`config.mk`:
```
export PLATFORM = sky130hd
export DESIGN_NAME = hazard_ctrl
export DESIGN_NICKNAME = d
export VERILOG_FILES = /design/src/rtl/hazard_ctrl_pkg.sv /design/src/rtl/hazard_fwd_unit.sv /design/src/rtl/hazard_ctrl.sv
export SDC_FILE = /design/constraint.sdc
export NUM_CORES = 1
export LEC_CHECK = 0
export BUFFER_PORTS_ARGS = -buffer_cell sky130_fd_sc_hd__clkbuf_2
export CORE_MARGIN = 10
export CORE_UTILIZATION = 40
export DETAILED_ROUTE_END_ITERATION = 6
export GPL_TIMING_DRIVEN = 0
export PLACE_DENSITY_LB_ADDON = 0.2
export SYNTH_ARGS = -nofsm -noshare
export SYNTH_HDL_FRONTEND = slang
export SYNTH_SLANG_ARGS = --single-unit
```
`constraint.sdc`:
```
create_clock -name clk -period 3 [get_ports clk]
set_input_delay 0.3 -clock clk [delete_from_list [all_inputs] [get_ports clk]]
set_output_delay 0.3 -clock clk [all_outputs]
set_load 0.005 [all_outputs]
```
`src/rtl/hazard_ctrl_pkg.sv`:
```
// Shared definitions for the pipeline hazard controller.
// Latency: n/a (types and constants only).
// Backpressure: n/a.
package hazard_ctrl_pkg;

    // Operand select encodings for the EX-stage operand muxes
    localparam logic [1:0] FWD_RF  = 2'b00;
    localparam logic [1:0] FWD_WB  = 2'b01;
    localparam logic [1:0] FWD_MEM = 2'b10;

    // Architectural PC lives in r15 and is never a forwarding target
    localparam logic [3:0] PC_REG = 4'd15;

    // Wait counter wide enough for the largest legal timeout (255)
    localparam int WAIT_CNT_W = 8;

    typedef enum logic [1:0] {
        RUN  = 2'd0,
        WAIT = 2'd1,
        ERR  = 2'd2
    } state_t;

endpackage

```
`src/rtl/hazard_fwd_unit.sv`:
```
// Forwarding compare for one EX-stage source operand.
// Latency: combinational.
// Backpressure: none; pure function of the current stage contents.
//
// Ports:
//   ra_e          source register of the EX instruction
//   wa3_m, wa3_w  destination registers in MEM and WB
//   wr_m, wr_w    validity-qualified write enables for MEM and WB
//   fwd_sel       FWD_RF / FWD_WB / FWD_MEM
module hazard_fwd_unit
    import hazard_ctrl_pkg::*;
(
    input  logic [3:0] ra_e,
    input  logic [3:0] wa3_m,
    input  logic [3:0] wa3_w,
    input  logic       wr_m,
    input  logic       wr_w,
    output logic [1:0] fwd_sel
);

    always_comb begin
        fwd_sel = FWD_RF;
        if (ra_e != PC_REG) begin
            // MEM holds the younger result, so it wins over WB
            if (wr_m && (wa3_m == ra_e)) begin
                fwd_sel = FWD_MEM;
            end else if (wr_w && (wa3_w == ra_e)) begin
                fwd_sel = FWD_WB;
            end
        end
    end

endmodule

```
`src/rtl/hazard_ctrl.sv`:
```
// Stall/flush/forward sequencing and per-stage valid tracking for the 5-stage core.
// Latency: controls are combinational; valid bits and wait FSM update on the next edge.
// Backpressure: a data-memory wait stalls all stages; watchdog expiry freezes the pipe until reset.
//
// Ports: clk, reset (sync, active-high); RA*/WA3*/RegWrite*/MemtoRegE/MispredictE from the
// stage registers; dmem_req/dmem_ready from data memory; Stall*/Flush* to the stage registers;
// ForwardAE/BE to the EX operand muxes; validE/M/W gate downstream writes; mem_err sticky.
// Optional build macro HAZARD_PERF_EN adds perf_stall/perf_lduse/perf_flush (CNT_W bits, saturating).
module hazard_ctrl
    import hazard_ctrl_pkg::*;
#(
    parameter int MEM_TIMEOUT = 16,
    parameter int CNT_W       = 16
) (
    input  logic       clk,
    input  logic       reset,
    input  logic [3:0] RA1D,
    input  logic [3:0] RA2D,
    input  logic [3:0] RA1E,
    input  logic [3:0] RA2E,
    input  logic [3:0] WA3E,
    input  logic [3:0] WA3M,
    input  logic [3:0] WA3W,
    input  logic       RegWriteE,
    input  logic       RegWriteM,
    input  logic       RegWriteW,
    input  logic       MemtoRegE,
    input  logic       MispredictE,
    input  logic       dmem_req,
    input  logic       dmem_ready,
    output logic       StallF,
    output logic       StallD,
    output logic       StallE,
    output logic       StallM,
    output logic       FlushD,
    output logic       FlushE,
    output logic [1:0] ForwardAE,
    output logic [1:0] ForwardBE,
    output logic       validE,
    output logic       validM,
    output logic       validW,
    output logic       mem_err
`ifdef HAZARD_PERF_EN
    ,
    output logic [CNT_W-1:0] perf_stall,
    output logic [CNT_W-1:0] perf_lduse,
    output logic [CNT_W-1:0] perf_flush
`endif
);

    if (MEM_TIMEOUT < 2 || MEM_TIMEOUT > 255 || CNT_W < 1) begin : g_param_chk
        $error("hazard_ctrl: MEM_TIMEOUT must be 2..255 and CNT_W at least 1");
    end

    localparam logic [WAIT_CNT_W-1:0] TIMEOUT_CNT = WAIT_CNT_W'(MEM_TIMEOUT);

    state_t                  state_q, state_d;
    logic [WAIT_CNT_W-1:0]   wait_cnt_q, wait_cnt_d;
    logic                    valid_d_q, valid_d_d;
    logic                    valid_e_q, valid_e_d;
    logic                    valid_m_q, valid_m_d;
    logic                    valid_w_q, valid_w_d;

    logic wr_e, wr_m, wr_w;
    logic lduse, mispredict, memwait;
    logic stall_f, stall_d, stall_e, stall_m, flush_d, flush_e;
    logic [1:0] fwd_a, fwd_b;

    // Raw write flags only count when the stage holds a live instruction
    assign wr_e = RegWriteE & valid_e_q;
    assign wr_m = RegWriteM & valid_m_q;
    assign wr_w = RegWriteW & valid_w_q;

    assign lduse      = MemtoRegE & wr_e & ((WA3E == RA1D) | (WA3E == RA2D)) & valid_d_q;
    assign mispredict = MispredictE & valid_e_q;
    assign memwait    = valid_m_q & dmem_req & ~dmem_ready;

    hazard_fwd_unit u_fwd_a (
        .ra_e    (RA1E),
        .wa3_m   (WA3M),
        .wa3_w   (WA3W),
        .wr_m    (wr_m),
        .wr_w    (wr_w),
        .fwd_sel (fwd_a)
    );

    hazard_fwd_unit u_fwd_b (
        .ra_e    (RA2E),
        .wa3_m   (WA3M),
        .wa3_w   (WA3W),
        .wr_m    (wr_m),
        .wr_w    (wr_w),
        .fwd_sel (fwd_b)
    );

    always_comb begin
        state_d    = state_q;
        wait_cnt_d = wait_cnt_q;
        stall_f    = 1'b0;
        stall_d    = 1'b0;
        stall_e    = 1'b0;
        stall_m    = 1'b0;
        flush_d    = 1'b0;
        flush_e    = 1'b0;

        // wait_cnt counts memwait cycles of the current access, including the first
        case (state_q)
            RUN: begin
                if (memwait) begin
                    state_d    = WAIT;
                    wait_cnt_d = WAIT_CNT_W'(1);
                end
            end
            WAIT: begin
                // Leaving on !memwait (not just dmem_ready) keeps the FSM aligned with the stalls
                if (!memwait) begin
                    state_d    = RUN;
                    wait_cnt_d = '0;
                end else begin
                    wait_cnt_d = wait_cnt_q + WAIT_CNT_W'(1);
                    if (wait_cnt_d == TIMEOUT_CNT) begin
                        state_d = ERR;
                    end
                end
            end
            ERR: begin
                state_d = ERR;
            end
            default: begin
                state_d    = RUN;
                wait_cnt_d = '0;
            end
        endcase

        // A mispredict beats load-use: the stalled ID instruction would be squashed anyway
        if (reset) begin
            flush_d = 1'b1;
            flush_e = 1'b1;
        end else if (state_q == ERR || memwait) begin
            stall_f = 1'b1;
            stall_d = 1'b1;
            stall_e = 1'b1;
            stall_m = 1'b1;
        end else if (mispredict) begin
            flush_d = 1'b1;
            flush_e = 1'b1;
        end else if (lduse) begin
            stall_f = 1'b1;
            stall_d = 1'b1;
            flush_e = 1'b1;
        end

        // Fetch is always live, so an unstalled, unflushed ID fills with a valid instruction
        valid_d_d = flush_d ? 1'b0 : (stall_d ? valid_d_q : 1'b1);
        valid_e_d = flush_e ? 1'b0 : (stall_e ? valid_e_q : valid_d_q);
        valid_m_d = stall_m ? valid_m_q : valid_e_q;
        // WB receives a bubble while MEM is held
        valid_w_d = stall_m ? 1'b0 : valid_m_q;
    end

    always_ff @(posedge clk) begin
        if (reset) begin
            state_q    <= RUN;
            wait_cnt_q <= '0;
            valid_d_q  <= 1'b0;
            valid_e_q  <= 1'b0;
            valid_m_q  <= 1'b0;
            valid_w_q  <= 1'b0;
        end else begin
            state_q    <= state_d;
            wait_cnt_q <= wait_cnt_d;
            valid_d_q  <= valid_d_d;
            valid_e_q  <= valid_e_d;
            valid_m_q  <= valid_m_d;
            valid_w_q  <= valid_w_d;
        end
    end

`ifdef HAZARD_PERF_EN
    logic [CNT_W-1:0] perf_stall_q, perf_stall_d;
    logic [CNT_W-1:0] perf_lduse_q, perf_lduse_d;
    logic [CNT_W-1:0] perf_flush_q, perf_flush_d;
    logic             live;

    // Events are counted only when they actually drive the controls
    assign live = ~reset & (state_q != ERR);

    always_comb begin
        perf_stall_d = perf_stall_q;
        perf_lduse_d = perf_lduse_q;
        perf_flush_d = perf_flush_q;
        if (live && memwait && perf_stall_q != '1) begin
            perf_stall_d = perf_stall_q + CNT_W'(1);
        end
        if (live && !memwait && mispredict && perf_flush_q != '1) begin
            perf_flush_d = perf_flush_q + CNT_W'(1);
        end
        if (live && !memwait && !mispredict && lduse && perf_lduse_q != '1) begin
            perf_lduse_d = perf_lduse_q + CNT_W'(1);
        end
    end

    always_ff @(posedge clk) begin
        if (reset) begin
            perf_stall_q <= '0;
            perf_lduse_q <= '0;
            perf_flush_q <= '0;
        end else begin
            perf_stall_q <= perf_stall_d;
            perf_lduse_q <= perf_lduse_d;
            perf_flush_q <= perf_flush_d;
        end
    end

    assign perf_stall = perf_stall_q;
    assign perf_lduse = perf_lduse_q;
    assign perf_flush = perf_flush_q;
`endif

    assign StallF    = stall_f;
    assign StallD    = stall_d;
    assign StallE    = stall_e;
    assign StallM    = stall_m;
    assign FlushD    = flush_d;
    assign FlushE    = flush_e;
    assign ForwardAE = reset ? FWD_RF : fwd_a;
    assign ForwardBE = reset ? FWD_RF : fwd_b;
    assign validE    = valid_e_q;
    assign validM    = valid_m_q;
    assign validW    = valid_w_q;
    assign mem_err   = (state_q == ERR) & ~reset;

endmodule
```
Word level (Yosys, flattened, before mapping)
Index checks and enable logic that the tools add are counted.
- flip-flop bits (word level): 14
- output and inout port bits: 14
- logic and storage cells: 72
- add/subtract/negate cells: 1
- equality and inequality tests: 13
- mux-type cells: 27
- bitwise logic cells: 14
- reduce and logical (&&, ||, !) cells: 11
- operators by type and width (cell ; number):
    == test 4 bit ; 6
    case mux 8 bit (3 select lines) ; 1
    2-to-1 mux 2 bit ; 9
    2-to-1 mux 8 bit ; 2
    2-to-1 mux 1 bit ; 14
    AND 1 bit ; 10
    adder 8 x 1 -> 8 bit, second input constant ; 1
    == test 8 x 5 -> 1 bit, second input constant ; 1
    inequality test 4 bit, second input constant ; 2
    case mux 2 bit (3 select lines) ; 1
    OR reduction 2 bit ; 3
    logical AND 1 bit ; 4
    AND reduction 2 bit ; 2
    inequality test 3 bit, second input constant ; 1
    inverter 1 bit ; 3
    == test 2 x 1 -> 1 bit, second input constant ; 1
    == test 2 bit, second input constant ; 1
    zero test 2 bit ; 1
    inequality test 2 bit, second input constant ; 1
    logical OR 1 bit ; 1
    bitwise OR 1 bit ; 1

Depth between registers and ports, before layout
Gate-level depths: netlist of run 1.
- depth after elaboration: 9
- mapped depth: 6
- gate-level depth less buffers: 5

Hierarchy
Synthesis of run 1 repeated with hierarchy kept, for this count alone.
- cells, all modules: 147
- area, all modules: 1158.6 um^2
- modules (own cells, without submodules) (module ; times used ; cells an instance ; area each (um^2) ; seq. area each (um^2)):
    hazard_ctrl ; 1 ; 109 ; 895.9 ; 280.3
    hazard_fwd_unit ; 2 ; 19 ; 131.4 ; 0.0

Worst setup path after synthesis of run 1
OpenSTA, ideal clock, no wires.
- path kind: input to output
- start: input port WA3E[1]
- end: output port StallF
- arrival time: 1.435 ns
- data required time: 2.700 ns
- path slack: 1.265 ns
- stages on the path: 5
- buffers on the path: 1
- cell sequence: xor2_1 > nor4_1 > a41oi_1 > o41ai_1 > buf_4
- word-level cells in the longest chain between the ends: 8
- elaborated cells between the ends (all ways): 9
- RTL lines (item ; RTL line ; RTL):
    start, declared ; hazard_ctrl.sv:21 ; input logic [3:0] WA3E,
    == test 4 bit ; hazard_ctrl.sv:74 ; assign lduse = MemtoRegE & wr_e & ((WA3E == RA1D) | (WA3E == RA2D)) & valid_d_q;
    bitwise OR 1 bit * ; hazard_ctrl.sv:74 ;
    AND 1 bit * (2 in series) ; hazard_ctrl.sv:74 ;
    2-to-1 mux 1 bit * (4 in series) ; n/a ;
    end, declared ; hazard_ctrl.sv:31 ; output logic StallF,
Every way passes the cells marked *; elsewhere a longest branch is shown, timed or not.

Final worst setup path of run 1
- start: register state_q[0]
- end: output port FlushE
- word-level cells in the longest chain between the ends: 4
- RTL lines (item ; RTL line ; RTL):
    start, declared ; hazard_ctrl.sv:57 ; state_t state_q, state_d;
    start signal, assigned ; hazard_ctrl.sv:170 ; state_q <= state_d;
    == test 2 bit ; hazard_ctrl.sv:139 ; end else if (state_q == ERR || memwait) begin
    logical OR 1 bit ; hazard_ctrl.sv:139 ;
    2-to-1 mux 1 bit ; hazard_ctrl.sv:139 ;
    2-to-1 mux 1 bit ; hazard_ctrl.sv:136 ; if (reset) begin
    end, declared ; hazard_ctrl.sv:36 ; output logic FlushE,
No other way between the ends.

==> results of run 1 <==
[state kept, by name (all words and copies together), names as in the netlist]
name / cells
state_q: 2
validE: 1
validM: 1
validW: 1
valid_d_q: 1
wait_cnt_q: 8
[critical path, delay by kind of cell, from the launching register on]
kind | cells | cell delay, ns
compound gates | 2 | 0.40
buf+inv | 2 | 0.30
flops | 1 | 0.30
simple gates | 2 | 0.54
[metal layers]
layer / track usage / vias to the layer above / share of wire
met3: 0.0503 / 2 / 0.078
met5: 0 / - / 0
li1: - / 611 / -
met2: 0.218 / 39 / 0.47
met4: 0.0172 / 0 / 0.0031
met1: 0.140 / 557 / 0.44
[power by group through the flow]
stage	clock, mW	combinational, mW	sequential [mW]
after global routing	0.151	0.123	0.201
after floorplan	0	0.0585	0.202
final	0.134	0.110	0.199
after CTS	0.137	0.111	0.199
after detailed placement	0	0.110	0.203
after global placement	0	0.106	0.203
[path summary, 6_finish.rpt]
kind	from	to	slack (ns)
worst min-delay path	MispredictE	valid_d_q	0.41
worst max-delay path	state_q[0]	FlushE	0.87
worst max register to register	validM	wait_cnt_q[7]	1.34
worst min register to register	valid_d_q	valid_d_q	0.50
[through the flow]
step | instances | power [mW]
3_5_place_dp | 213 | 0.314
4_1_cts | 217 | 0.447
5_1_grt | 217 | 0.474
3_3_place_gp | 213 | 0.310
6_report | 217 | 0.443
2_1_floorplan | 134 | 0.261
[layout make-up]
type / instances / area, um^2 / share of cell area
repair buffers: 49 / 245 / 0.175
plain buffers: 6 / 35.0 / 0.0250
clock buffers: 4 / 36.3 / 0.0259
multi-input cells: 109 / 748 / 0.534
well taps: 30 / 37.5 / 0.0268
inverters: 5 / 18.8 / 0.0134
flip-flops and latches: 14 / 280 / 0.200
[cells by family after synthesis]
kind of cell,synth area share
buf+inv,0.0497
simple gates,0.272
xor+xnor,0.202
flops,0.259
fa+ha+maj,0.0116
compound gates,0.206
[synthesized netlist by cell type]
cell       n
xnor2_1   18
dfxtp_1   14
ha_1       1
o21ai_0    2
nand3b_1   1
and3_1     1
inv_1      5
nand3_1    9
a32o_1     2
or2b_1     1
buf_4      3
a41o_1     3
a31o_2     1
nor2_1     5
clkbuf_2   1
nor3_1     7
a21boi_0   1
nand2_1   11
a31oi_1    4
o311a_2    1
o21a_1     2
a21oi_1    3
nor3b_1    2
a221oi_1   1
or3_1      1
a21o_1     3
or4_1      1
nand4_1    3
nand4b_1   1
o22ai_1    1
and2_1     1
nor4_1     6
o31ai_1    1
a41oi_1    1
nor3_2     1
nor4bb_1   1
o41ai_1    1
or2_1      1
xor2_1     7
o211ai_1   1
nand2_2    1
clkbuf_1   2
a21bo_2    1
==> metrics, run 1 <==
post-synthesis average cell area roughly 8 um^2; largest net degree at the start of global routing 11; ANT cells 0; Setup Total Neg Slack 0 ns; commonest cells after routing, fill and taps aside 50 x clkbuf_2, 18 x xnor2_1, 14 x dfxtp_1; RSZ-0062 raised after global routing no; Clock power frac 0.302; Hold Fails Final Rpt 0; Largest stage delay, worst path ~0.3 ns; core area 0.00252 mm^2; sequential cell area fraction in the yosys report 0.259; die area 0.00519 mm^2; biggest area consumer among synthesized cells dfxtp_1; first-pass GRT wire length between 5000 and 6000 um; final design utilization 0.556; fillcell total approximately 260; switching pwr about 120 uW; slowest library cell on the worst path dfxtp_1; period utilisation layout 0.710; CP Launch Type register; # nets final approximately 230; Post-CTS Resized 0; WP data arrival approximately 1.8 ns; Final Setup Violations 0; top cells by area in the synthesized netlist dfxtp_1 26%, xnor2_1 15%, xor2_1 5.7%, nand3_1 4.2%, nand2_1 3.8%; FMAX about 470 MHz; cts hold-fix bufs 0; clk_lat worst skew approximately 0.28 ns; H-tree depth 1; hold_ws 0.410 ns; Comb pwr share 0.248; Int Power approximately 320 uW; routed vias around 1200; vias per cell between 5 and 6; worst setup margin ~0.87 ns; hold path depth 3; initial antenna violation count 0; post-route minimum period between 2 and 2.5 ns; HPWL after DPL around 2700 um; headroom to the max-slew limit 0.654; WL/cell about 15 um; Setup Skew ~0.0067 ns; crit path max fanout 8; num rows 18; setup bufs post-CTS 0; synth unique cells 43; Cell Chain, Critical Path clkbuf_2 > or2b_1 > and2_1 > a31oi_1 > o31ai_1 > clkbuf_2; GR Overflow Total 0; GRT Overall Usage 0.124; critical path endpoint category output pin; I/O pin cnt between 50 and 60; fraction of final layout cells sized beyond drive strength 1 0.332; CTS max path bufs 2; max cap viols 0; maximum VDD drop about 330 uV; most used cell, CP clkbuf_2; CTS sink cnt 14; # DRC 0; ANT nets after route 0; status complete, no violations; routed wire length around 3200 um; Syn Nets ~170; clock-pin transition on the worst setup and hold timing paths roughly 0.080 ns; Post-Syn Instances roughly 130; CTS tree yes; Area after DPL approximately 0.0014 mm^2; count of state elements after synthesis 14; most common cell after layout, fill and taps aside clkbuf_2; die height roughly 72 um; PortBufs a little under 50; leakage power about 0.6 nW; Critical Path RT around 2.7 ns; worst min path class in -> reg; Die X about 72 um; pins over their slew limit 0; Yosys Warn Count 0; Pre-antenna DRT Iters 4; design area 0.00140 mm^2; switch share 0.274; critical path class reg -> out; Pwr Density 316 mW/mm^2; Initial Utilization 0.429; pre-CTS WS 1.02 ns; worst reg-to-reg path cell count 5; area share of the largest cell type after synthesis 0.259; Cell Area, Synth approximately 0.0011 mm^2; vias in the first global route about 1300; Area growth syn-to-layout 29.5%; Worst-Margin Slew 0.516 ns; Flop pwr share 0.450; RePlAce Congestion 0.818; cts bufs inserted 3; initial drt markers 54; Root Buffer clkbuf_4
Note: power is estimated with default switching activity, not from simulation.
==> run 2: changes to the inputs <==
==> constraint.sdc (replaced) <==
create_clock -name clk -period 1.79 [get_ports clk]
set_input_delay 0.179 -clock clk [delete_from_list [all_inputs] [get_ports clk]]
set_output_delay 0.179 -clock clk [all_outputs]
set_load 0.005 [all_outputs]
==> metrics, run 2 (synthesis gave the netlist of run 1 again) <==
switching pwr 213 uW (was 122 uW); Biggest register wait_cnt_q (unchanged); Setup crit start state_q[0] (unchanged); worst setup margin 0.0341 ns (was 0.870 ns); Clock power frac 0.297 (was 0.302); # DRC 0 (unchanged); pre-CTS WS 0.0519 ns (was 1.02 ns); Root Buffer clkbuf_4 (unchanged); Hold Fails Final Rpt 0 (unchanged); CTS tree yes (unchanged); Pwr Density 511 mW/mm^2 (was 316 mW/mm^2); Largest register FFs 8 (unchanged); Critical Path RT 1.61 ns (was 2.70 ns); worst r2r dst state_q[0] (was wait_cnt_q[7]); PortBufs 49 (unchanged); FMAX ~570 MHz; WP data arrival 1.58 ns (was 1.83 ns); vias in the first global route 1288 (was 1263); vias per cell 5.68 (was 5.57); pins over their slew limit 0 (unchanged); core area 0.00252 mm^2 (unchanged); Final Setup Violations 0 (unchanged); Flop pwr share 0.441 (was 0.450); maximum VDD drop 472 uV (was 333 uV); period utilisation layout 0.981; CP Launch Type register (unchanged); CTS max path bufs 2 (unchanged); RSZ-0062 raised after global routing yes (was no); WL/cell 15.2 um (was 14.7 um); worst reg-to-reg path cell count 4 (was 5); Pre-antenna DRT Iters 4 (unchanged); critical path class reg -> out (unchanged); commonest cells after routing, fill and taps aside 49 x clkbuf_2, 18 x xnor2_1, 10 x nand2_1, 10 x dfxtp_1 (was 50 x clkbuf_2, 18 x xnor2_1, 14 x dfxtp_1); ANT nets after route 0 (unchanged); Worst-Margin Slew 0.618 ns (was 0.516 ns); status complete, no violations (unchanged); most common cell after layout, fill and taps aside clkbuf_2 (unchanged); crit path max fanout 8 (unchanged); # nets final 231 (was 226); Area growth syn-to-layout 37.5% (was 29.5%); GRT Overall Usage 0.126 (was 0.124); ANT cells 0 (unchanged); initial antenna violation count 0 (unchanged); area occupied by multi-input gates 785 um^2 (was 748 um^2); worst setup path end FlushE (unchanged); Worst R2R Setup Slack 0.13 ns (was 1.34 ns); switch share 0.280 (was 0.274); RePlAce Congestion 0.818 (unchanged); die area 0.00519 mm^2 (unchanged); fraction of final layout cells sized beyond drive strength 1 0.401 (was 0.332); total power 760 uW (was 443 uW); cts hold-fix bufs 0 (unchanged); Comb pwr share 0.263 (was 0.248); leakage power 0.647 nW (was 0.609 nW); clock-pin transition on the worst setup and hold timing paths 0.08 ns (about the same); Int Power 547 uW (was 322 uW); CTS sink cnt 14 (unchanged); worst min path class in -> reg (unchanged); Die X 72.0 um (unchanged); headroom to the max-slew limit 0.588 (was 0.654); register area 290 um^2 (was 280 um^2); I/O pin cnt 51 (unchanged); H-tree depth 1 (unchanged); GR Overflow Total 0 (unchanged); critical path endpoint category output pin (unchanged); cts bufs inserted 3 (unchanged); HPWL after DPL 2680 um (unchanged); Setup Skew 0.00387 ns (was 0.00670 ns); largest net degree at the start of global routing 11 (unchanged); first-pass GRT wire length 5650 um (was 5550 um); biggest regs wait_cnt_q x8, state_q x2 (unchanged); routed wire length 3380 um (was 3200 um); fillcell total 248 (was 261); die height 72.0 um (unchanged); max cap viols 0 (unchanged); routed vias 1260 (was 1209); Initial Utilization 0.429 (unchanged); initial drt markers 50 (was 54); post-route minimum period approximately 1.8 ns; clk_lat worst skew 0.28 ns (about the same); num rows 18 (unchanged); Reg-to-Reg Start wait_cnt_q[0] (was validM)
-- run 2: cell count changes in the layout (fill, tap and decap cells not counted), sizes merged --
cell    previous run  this run
clkbuf            56        55
buf                3         9
-- run 2: worst max-delay path, cell delays in order (launching register included) --
cell	delay, ns
dfxtp_4	0.38
or2b_4	0.27
and2_4	0.18
a31oi_4	0.21
o31ai_2	0.11
clkbuf_2	0.13
-- run 2: timing repair --
action	4_1_cts	5_1_grt
buffers inserted	3	3
endpoints found under the hold margin	0	0
setup endpoints to repair	4	6
pin swaps	1	3
resized for setup	5	9
-- run 2: power by group through the flow --
stage | clock [mW] | sequential [mW] | combinational (mW)
3_5_place_dp | 0 | 0.341 | 0.184
3_3_place_gp | 0 | 0.340 | 0.178
6_report | 0.225 | 0.335 | 0.200
4_1_cts | 0.230 | 0.336 | 0.192
5_1_grt | 0.255 | 0.337 | 0.220
2_1_floorplan | 0 | 0.339 | 0.0981
-- run 2: worst min-delay path by stage --
stage                            from          to  slack, ns  cells past startpoint
after floorplan           MispredictE   valid_d_q       0.43                      2
after global placement      valid_d_q   valid_d_q       0.47                      1
after detailed placement    valid_d_q   valid_d_q       0.49                      1
after CTS                  dmem_ready  state_q[0]       0.32                      4
after global routing       dmem_ready  state_q[0]       0.32                      4
final                      dmem_ready  state_q[0]       0.32                      4
-- run 2: metrics by stage --
stage | instance area (um^2) | setup TNS, ns | std cells | utilization | hold slack [ns]
2_1_floorplan | 1080 | 0 | 134 | - | 0.433
3_5_place_dp | 1370 | 0 | 213 | 0.541 | 0.487
3_3_place_gp | 1370 | 0 | 213 | 0.541 | 0.471
4_1_cts | 1440 | 0 | 219 | 0.570 | 0.323
5_1_grt | 1490 | -0.0481 | 222 | 0.590 | 0.323
6_report | 1490 | 0 | 222 | 0.590 | 0.320
-- run 2: layer usage --
metal / track usage / vias to the layer above / share of wire
met5: 0 / - / 0
met1: 0.141 / 587 / 0.42
met2: 0.225 / 49 / 0.48
li1: - / 618 / -
met4: 0.0172 / 0 / 0.014
met3: 0.0517 / 6 / 0.083
-- run 2: final cells by class --
cell class / instances / share of cell area
well taps: 30 / 0.0252
multi-input cells: 109 / 0.527
plain buffers: 5 / 0.0202
clock buffers: 4 / 0.0244
repair buffers: 55 / 0.195
flip-flops and latches: 14 / 0.195
inverters: 5 / 0.0126
